[src/rtl/nios2_ram_pkg.sv]
// Shared constants and types for the Nios II on-chip RAM arbiter.
// The owner id and the read-return tag are used by both the arbiter and the top.
package nios2_ram_pkg;

   localparam int ADDR_W = 14;
   localparam int DATA_W = 32;
   localparam int DEPTH  = 10240;

   typedef enum logic {
      OWN0 = 1'b0,
      OWN1 = 1'b1
   } owner_t;

   typedef struct packed {
      logic   valid;
      owner_t owner;
      logic   oob;
   } rd_tag_t;

endpackage

[src/rtl/nios2_rr_arbiter_2.sv]
// Two-requester round-robin arbiter with a bounded hold window.
// The current owner keeps the RAM for up to HOLD_MAX cycles while the other master waits.
module nios2_rr_arbiter_2
   import nios2_ram_pkg::*;
#(
   parameter int HOLD_MAX = 4
) (
   input  logic clk,
   input  logic reset,
   input  logic req0,
   input  logic req1,
   output logic grant0,
   output logic grant1
);

   localparam logic [3:0] HOLD_LIM = 4'(HOLD_MAX);

   owner_t     owner_q, owner_d;
   logic [3:0] hold_q, hold_d;
   logic       own_req, oth_req;
   logic       gnt_own, gnt_oth;

   // NOTE: sequential state uses non-blocking assignments so every register
   // samples the pre-edge values of the others.
   always_ff @(posedge clk) begin
      if (reset) begin
         owner_q <= OWN0;
         hold_q  <= 4'd0;
      end else begin
         owner_q <= owner_d;
         hold_q  <= hold_d;
      end
   end

   // NOTE: every output of a combinational block gets a default first so no
   // path through the block can infer a latch.
   always_comb begin
      owner_d = owner_q;
      hold_d  = hold_q;
      if (gnt_own) begin
         if (hold_q != 4'hF) hold_d = hold_q + 4'd1;
      end else if (gnt_oth) begin
         owner_d = (owner_q == OWN0) ? OWN1 : OWN0;
         hold_d  = 4'd1;
      end
   end

   // A sole requester always wins; the window only matters under contention.
   always_comb begin
      own_req = (owner_q == OWN0) ? req0 : req1;
      oth_req = (owner_q == OWN0) ? req1 : req0;
      gnt_own = ~reset & own_req & (~oth_req | (hold_q < HOLD_LIM));
      gnt_oth = ~reset & oth_req & ~gnt_own;
      grant0  = (owner_q == OWN0) ? gnt_own : gnt_oth;
      grant1  = (owner_q == OWN0) ? gnt_oth : gnt_own;
   end

endmodule

[src/rtl/nios2_ram_arbiter.sv]
// Shares the single-port program/data RAM between the Nios II data master (m0)
// and a DMA/debug master (m1), routes read data back and flags out-of-range accesses.
module nios2_ram_arbiter
   import nios2_ram_pkg::*;
#(
   parameter int ADDR_W   = nios2_ram_pkg::ADDR_W,
   parameter int DATA_W   = nios2_ram_pkg::DATA_W,
   parameter int DEPTH    = nios2_ram_pkg::DEPTH,
   parameter int HOLD_MAX = 4
) (
   input  logic                  clk,
   input  logic                  reset,
   input  logic [ADDR_W-1:0]     m0_address,
   input  logic [DATA_W/8-1:0]   m0_byteenable,
   input  logic                  m0_read,
   input  logic                  m0_write,
   input  logic [DATA_W-1:0]     m0_writedata,
   output logic                  m0_waitrequest,
   output logic [DATA_W-1:0]     m0_readdata,
   output logic                  m0_readdatavalid,
   input  logic [ADDR_W-1:0]     m1_address,
   input  logic [DATA_W/8-1:0]   m1_byteenable,
   input  logic                  m1_read,
   input  logic                  m1_write,
   input  logic [DATA_W-1:0]     m1_writedata,
   output logic                  m1_waitrequest,
   output logic [DATA_W-1:0]     m1_readdata,
   output logic                  m1_readdatavalid,
   output logic [ADDR_W-1:0]     ram_address,
   output logic [DATA_W/8-1:0]   ram_byteenable,
   output logic [DATA_W-1:0]     ram_writedata,
   output logic                  ram_chipselect,
   output logic                  ram_write,
   output logic                  ram_clken,
   input  logic [DATA_W-1:0]     ram_readdata,
   output logic                  err_oob
);

   localparam logic [ADDR_W:0] DEPTH_LIM = (ADDR_W+1)'(DEPTH);

   logic              req0, req1, gnt0, gnt1, gnt_any;
   logic              sel_wr, in_range, acc_rd, rdv0, rdv1;
   logic [ADDR_W-1:0] sel_addr;
   logic [DATA_W-1:0] rd_data;
   rd_tag_t           tag_q;
   logic              err_q;

   assign req0 = m0_read | m0_write;
   assign req1 = m1_read | m1_write;

   nios2_rr_arbiter_2 #(.HOLD_MAX(HOLD_MAX)) u_arb (
      .clk    (clk),
      .reset  (reset),
      .req0   (req0),
      .req1   (req1),
      .grant0 (gnt0),
      .grant1 (gnt1)
   );

   // Read+write together counts as a write; out-of-range accesses are accepted but never reach the RAM.
   always_comb begin
      gnt_any        = gnt0 | gnt1;
      sel_addr       = gnt1 ? m1_address : m0_address;
      sel_wr         = gnt1 ? m1_write : m0_write;
      in_range       = {1'b0, sel_addr} < DEPTH_LIM;
      acc_rd         = gnt_any & ~sel_wr;
      ram_address    = sel_addr;
      ram_byteenable = gnt1 ? m1_byteenable : m0_byteenable;
      ram_writedata  = gnt1 ? m1_writedata : m0_writedata;
      ram_chipselect = gnt_any & in_range;
      ram_write      = gnt_any & sel_wr & in_range;
      ram_clken      = ~reset;
      m0_waitrequest = reset | (req0 & ~gnt0);
      m1_waitrequest = reset | (req1 & ~gnt1);
   end

   always_comb begin
      rdv0             = ~reset & tag_q.valid & (tag_q.owner == OWN0);
      rdv1             = ~reset & tag_q.valid & (tag_q.owner == OWN1);
      rd_data          = tag_q.oob ? '0 : ram_readdata;
      m0_readdatavalid = rdv0;
      m1_readdatavalid = rdv1;
      m0_readdata      = rdv0 ? rd_data : '0;
      m1_readdata      = rdv1 ? rd_data : '0;
   end

   always_ff @(posedge clk) begin
      if (reset) begin
         tag_q <= '0;
         err_q <= 1'b0;
      end else begin
         tag_q <= '{valid: acc_rd, owner: (gnt1 ? OWN1 : OWN0), oob: ~in_range};
         if (gnt_any & ~in_range) err_q <= 1'b1;
      end
   end

   assign err_oob = err_q;

endmodule

[config.mk]
export PLATFORM = sky130hd
export DESIGN_NAME = nios2_ram_arbiter
export DESIGN_NICKNAME = d
export VERILOG_FILES = /design/src/rtl/nios2_ram_pkg.sv /design/src/rtl/nios2_rr_arbiter_2.sv /design/src/rtl/nios2_ram_arbiter.sv
export SDC_FILE = /design/constraint.sdc
export NUM_CORES = 1
export LEC_CHECK = 0
export BUFFER_PORTS_ARGS = -buffer_cell sky130_fd_sc_hd__buf_2
export CORE_AREA = 5 5 98 100
export CTS_CLUSTER_SIZE = 30
export DETAILED_ROUTE_END_ITERATION = 6
export DIE_AREA = 0 0 103 105
export PLACE_DENSITY_LB_ADDON = 0.3
export SLEW_MARGIN = 20
export SYNTH_ARGS = -nofsm -noshare
export SYNTH_HDL_FRONTEND = slang
export SYNTH_SLANG_ARGS = --single-unit
[constraint.sdc]
create_clock -name clk -period 1.9 [get_ports clk]
set_clock_uncertainty 0.05 [all_clocks]
set_input_delay 0 -clock clk [delete_from_list [all_inputs] [get_ports clk]]
set_output_delay 0 -clock clk [all_outputs]
set_load 0.03 [all_outputs]
==> flow_summary.ini <==
[floorplan]
initial_core_util_pct = 22.3
rows = 34
ios = 260
fp.dieW_um = 103
core_um2 = 8590
dieArea_um2 = 10800
fp.dieH_um = 105

[timing]
rsz0062_at_grt = yes
finalSetupViolations = 52
drv_slew = 0
hold_viol = 0
fin_crit_ps = 2040
tightest_slew_ps = 895
fin_crit_sh_pct = 107
slew_headroom_pct = 40.3
max_freq_mhz = 490
fin_setup_tns_ps = -5730
fin_ws_ps = -139
whs_ps = 58.0

[synth]
synth_seq_cells = 9
synthCells = 247
ys_seq_area_share_pct = 9.39
yosysWarningCount = 0
synthDistinctLibCells = 39
synth.avg_cell_area_um2 = 7.77
netlist_area_um2 = 1920
syn_nets = 386

[grt]
grt-ovfl-total = 0
grt_pass1_wl_mm = 13.4
grt_antenna_before_repair = 4
grt_usage_pct = 15.4
grt_start_max_net_pins = 34
grt_pass1_vias = 2595

[worst_setup_path]
crit_type = reg2out
crit_required_ps = 1850
reg2reg_from = u_arb.hold_q[2]
crit_fanout = 7
cp.arrival_ps = 1990
cp-startpoint = u_arb.hold_q[2]
crit_path_end_kind = primary output
start_kind = flip-flop

[clocking]
clk_pin_slew_ps = 40
clock_sinks = 9
htreeDepth = 1
cts_root_buffer = clkbuf_8
ctsHoldBuffers = 0
cts_buffer_depth = 2
cts_tree = yes
insertion_delay_ps = 230
cts_made_buffers = 3

[hold_path]
hold_path.startpoint = reset
worstHoldPathType = in2reg

[route]
post_drt_via_cell_ratio = 4.49
drt_iter0_markers = 85
antenna_left = 0
vias = 2782
wl_per_cell_um = 15.8
wl_mm = 9.82
drc = 0
firstDrtPassIters = 5

[power_and_ir_drop]
p_per_area_nw_per_um2 = 395
vdd_drop_max_mv = 0.337
power.leakage_nw = 2.19

[cells_and_area]
syn_to_final_growth_pct = 99.7
num-fill-cells = 859
layout-drive-gt1-share_pct = 67.0
layoutNonFillerInstCount = 620
final_cell_area_um2 = 3830
nets = 652
antennaDiodeCount = 0

[placement]
gp_congestion = 0.794
dp_hpwl_mm = 7.83
dp_slack_ps = 9.78
numPortBuffers = 259
placed_area_um2 = 3370
dpl.cell_count = 611

[run]
maxCapViolCount = 0

[status]
failed_checks = negative setup slack
status = finished with violations
-- synth_stat cells --
library cell	n	area share [%]
o2bb2ai_1	1	0.46
o32ai_1	1	0.46
buf_6	7	4.1
ha_1	1	0.65
nand2b_1	34	11
o21ai_1	5	1.3
a21oi_1	7	1.8
o311a_1	1	0.52
buf_2	1	0.26
or3_4	1	0.59
and4_1	1	0.46
and4b_1	1	0.52
mux2_4	47	37
inv_1	3	0.59
dfxtp_1	9	9.4
nor3_1	3	0.78
and2_1	3	0.98
nand3_1	3	0.78
nor2_1	71	14
a22o_1	1	0.46
nor3b_1	1	0.39
inv_2	3	0.59
or2_2	1	0.33
a211oi_1	1	0.39
a31oi_1	2	0.65
nand3b_1	1	0.39
and3_1	1	0.33
o21ai_0	5	1.3
nand2_1	4	0.78
a221oi_1	1	0.46
a21o_1	2	0.78
mux2_1	3	1.8
nor4bb_1	1	0.52
clkbuf_1	12	2.3
or2_1	2	0.65
a32oi_1	1	0.46
nor2b_1	2	0.65
o22a_1	2	0.91
a211o_1	1	0.46
-- layout make-up --
class | count | area (um^2) | area share (%)
Tap cell | 108 | 135 | 3.53
Multi-Input combinational cell | 213 | 1640 | 42.8
Timing Repair Buffer | 280 | 1810 | 47.2
Inverter | 6 | 22.5 | 0.588
Sequential cell | 9 | 180 | 4.70
Clock buffer | 4 | 45.0 | 1.18
-- flip-flops by register name, summed over array words and instances (netlist names) --
signal and cells:
u_arb.hold_q 4, err_oob 1, tag_q 3, u_arb.owner_q 1
-- critical path, cell delays in order (launching register included) --
cell and delay, ps:
dfxtp_1 310, buf_4 140, o21ai_2 150, a21o_1 200, and3_4 280, buf_6 170, mux2_2 370, buf_6 140
-- through the flow --
step / util, % / power, W
after detailed placement: 39.2 / 0.00114
after CTS: 43.0 / 0.00148
final: 44.6 / 0.00152
after floorplan: - / 0.000826
after global routing: 44.6 / 0.00160
after global placement: 39.2 / 0.00113
-- logic make-up (layout without fill, tap and decap cells) --
group / Yosys count / count (layout) / share of synthesized area [%]
AOI/OAI and AO/OA: 31 / 31 / 10.4
adders and majority gates: 1 / 1 / 0.652
buffers and inverters: 26 / 290 / 7.89
DFF: 9 / 9 / 9.39
muxes: 50 / 50 / 38.5
and+or+nand+nor: 130 / 131 / 33.1
-- final timing paths --
path | end | slack [ps] | cells past startpoint
setup reg to reg | u_arb.hold_q[2] | 190 | 6
hold reg to reg | u_arb.hold_q[1] | 440 | 2
hold / removal | u_arb.hold_q[0] | 60 | 3
setup / recovery | ram_writedata[31] | -140 | 7
-- per-layer routing --
metal / vias to the layer above / GRT usage (%) / routed length, um
met4: 8 / 3.05 / 127
met3: 22 / 4.80 / 1160
li1: 1370 / - / -
met5: - / 0 / 44
met2: 143 / 28.8 / 4980
met1: 1239 / 16.6 / 3510
-- where the power goes --
part	leakage, nW	switching, W	internal [W]
Clock	0.0228	0.0000705	0.000146
Combinational	2.10	0.000546	0.000530
Sequential	0.0741	0.0000206	0.000203
Total	2.19	0.000637	0.000879
-- layout by cell type (no fill, tap or decap), types with 2 or more instances in the layout --
| cell | n |
|---|---|
| dfxtp_1 | 9 |
| buf_4 | 20 |
| inv_1 | 3 |
| nor2_1 | 71 |
| nor3_1 | 3 |
| nand2b_1 | 34 |
| clkbuf_8 | 3 |
| inv_2 | 3 |
| mux2_2 | 2 |
| a21o_1 | 2 |
| a21oi_1 | 7 |
| o22a_1 | 2 |
| nor2b_1 | 2 |
| o21ai_0 | 5 |
| and2_1 | 3 |
| or2_1 | 2 |
| nand3_1 | 3 |
| buf_2 | 208 |
| o21ai_1 | 4 |
| mux2_4 | 47 |
| buf_6 | 49 |
| buf_12 | 2 |
| nand2_1 | 4 |
-- repair_timing --
item | 4_1_cts | 5_1_grt
pin swaps | 1 | 2
resized for setup | 92 | 18
setup buffers | 0 | 2
gates cloned | 0 | 3
endpoints found under the setup margin | 51 | 51
(Power assumes the default switching activity.)
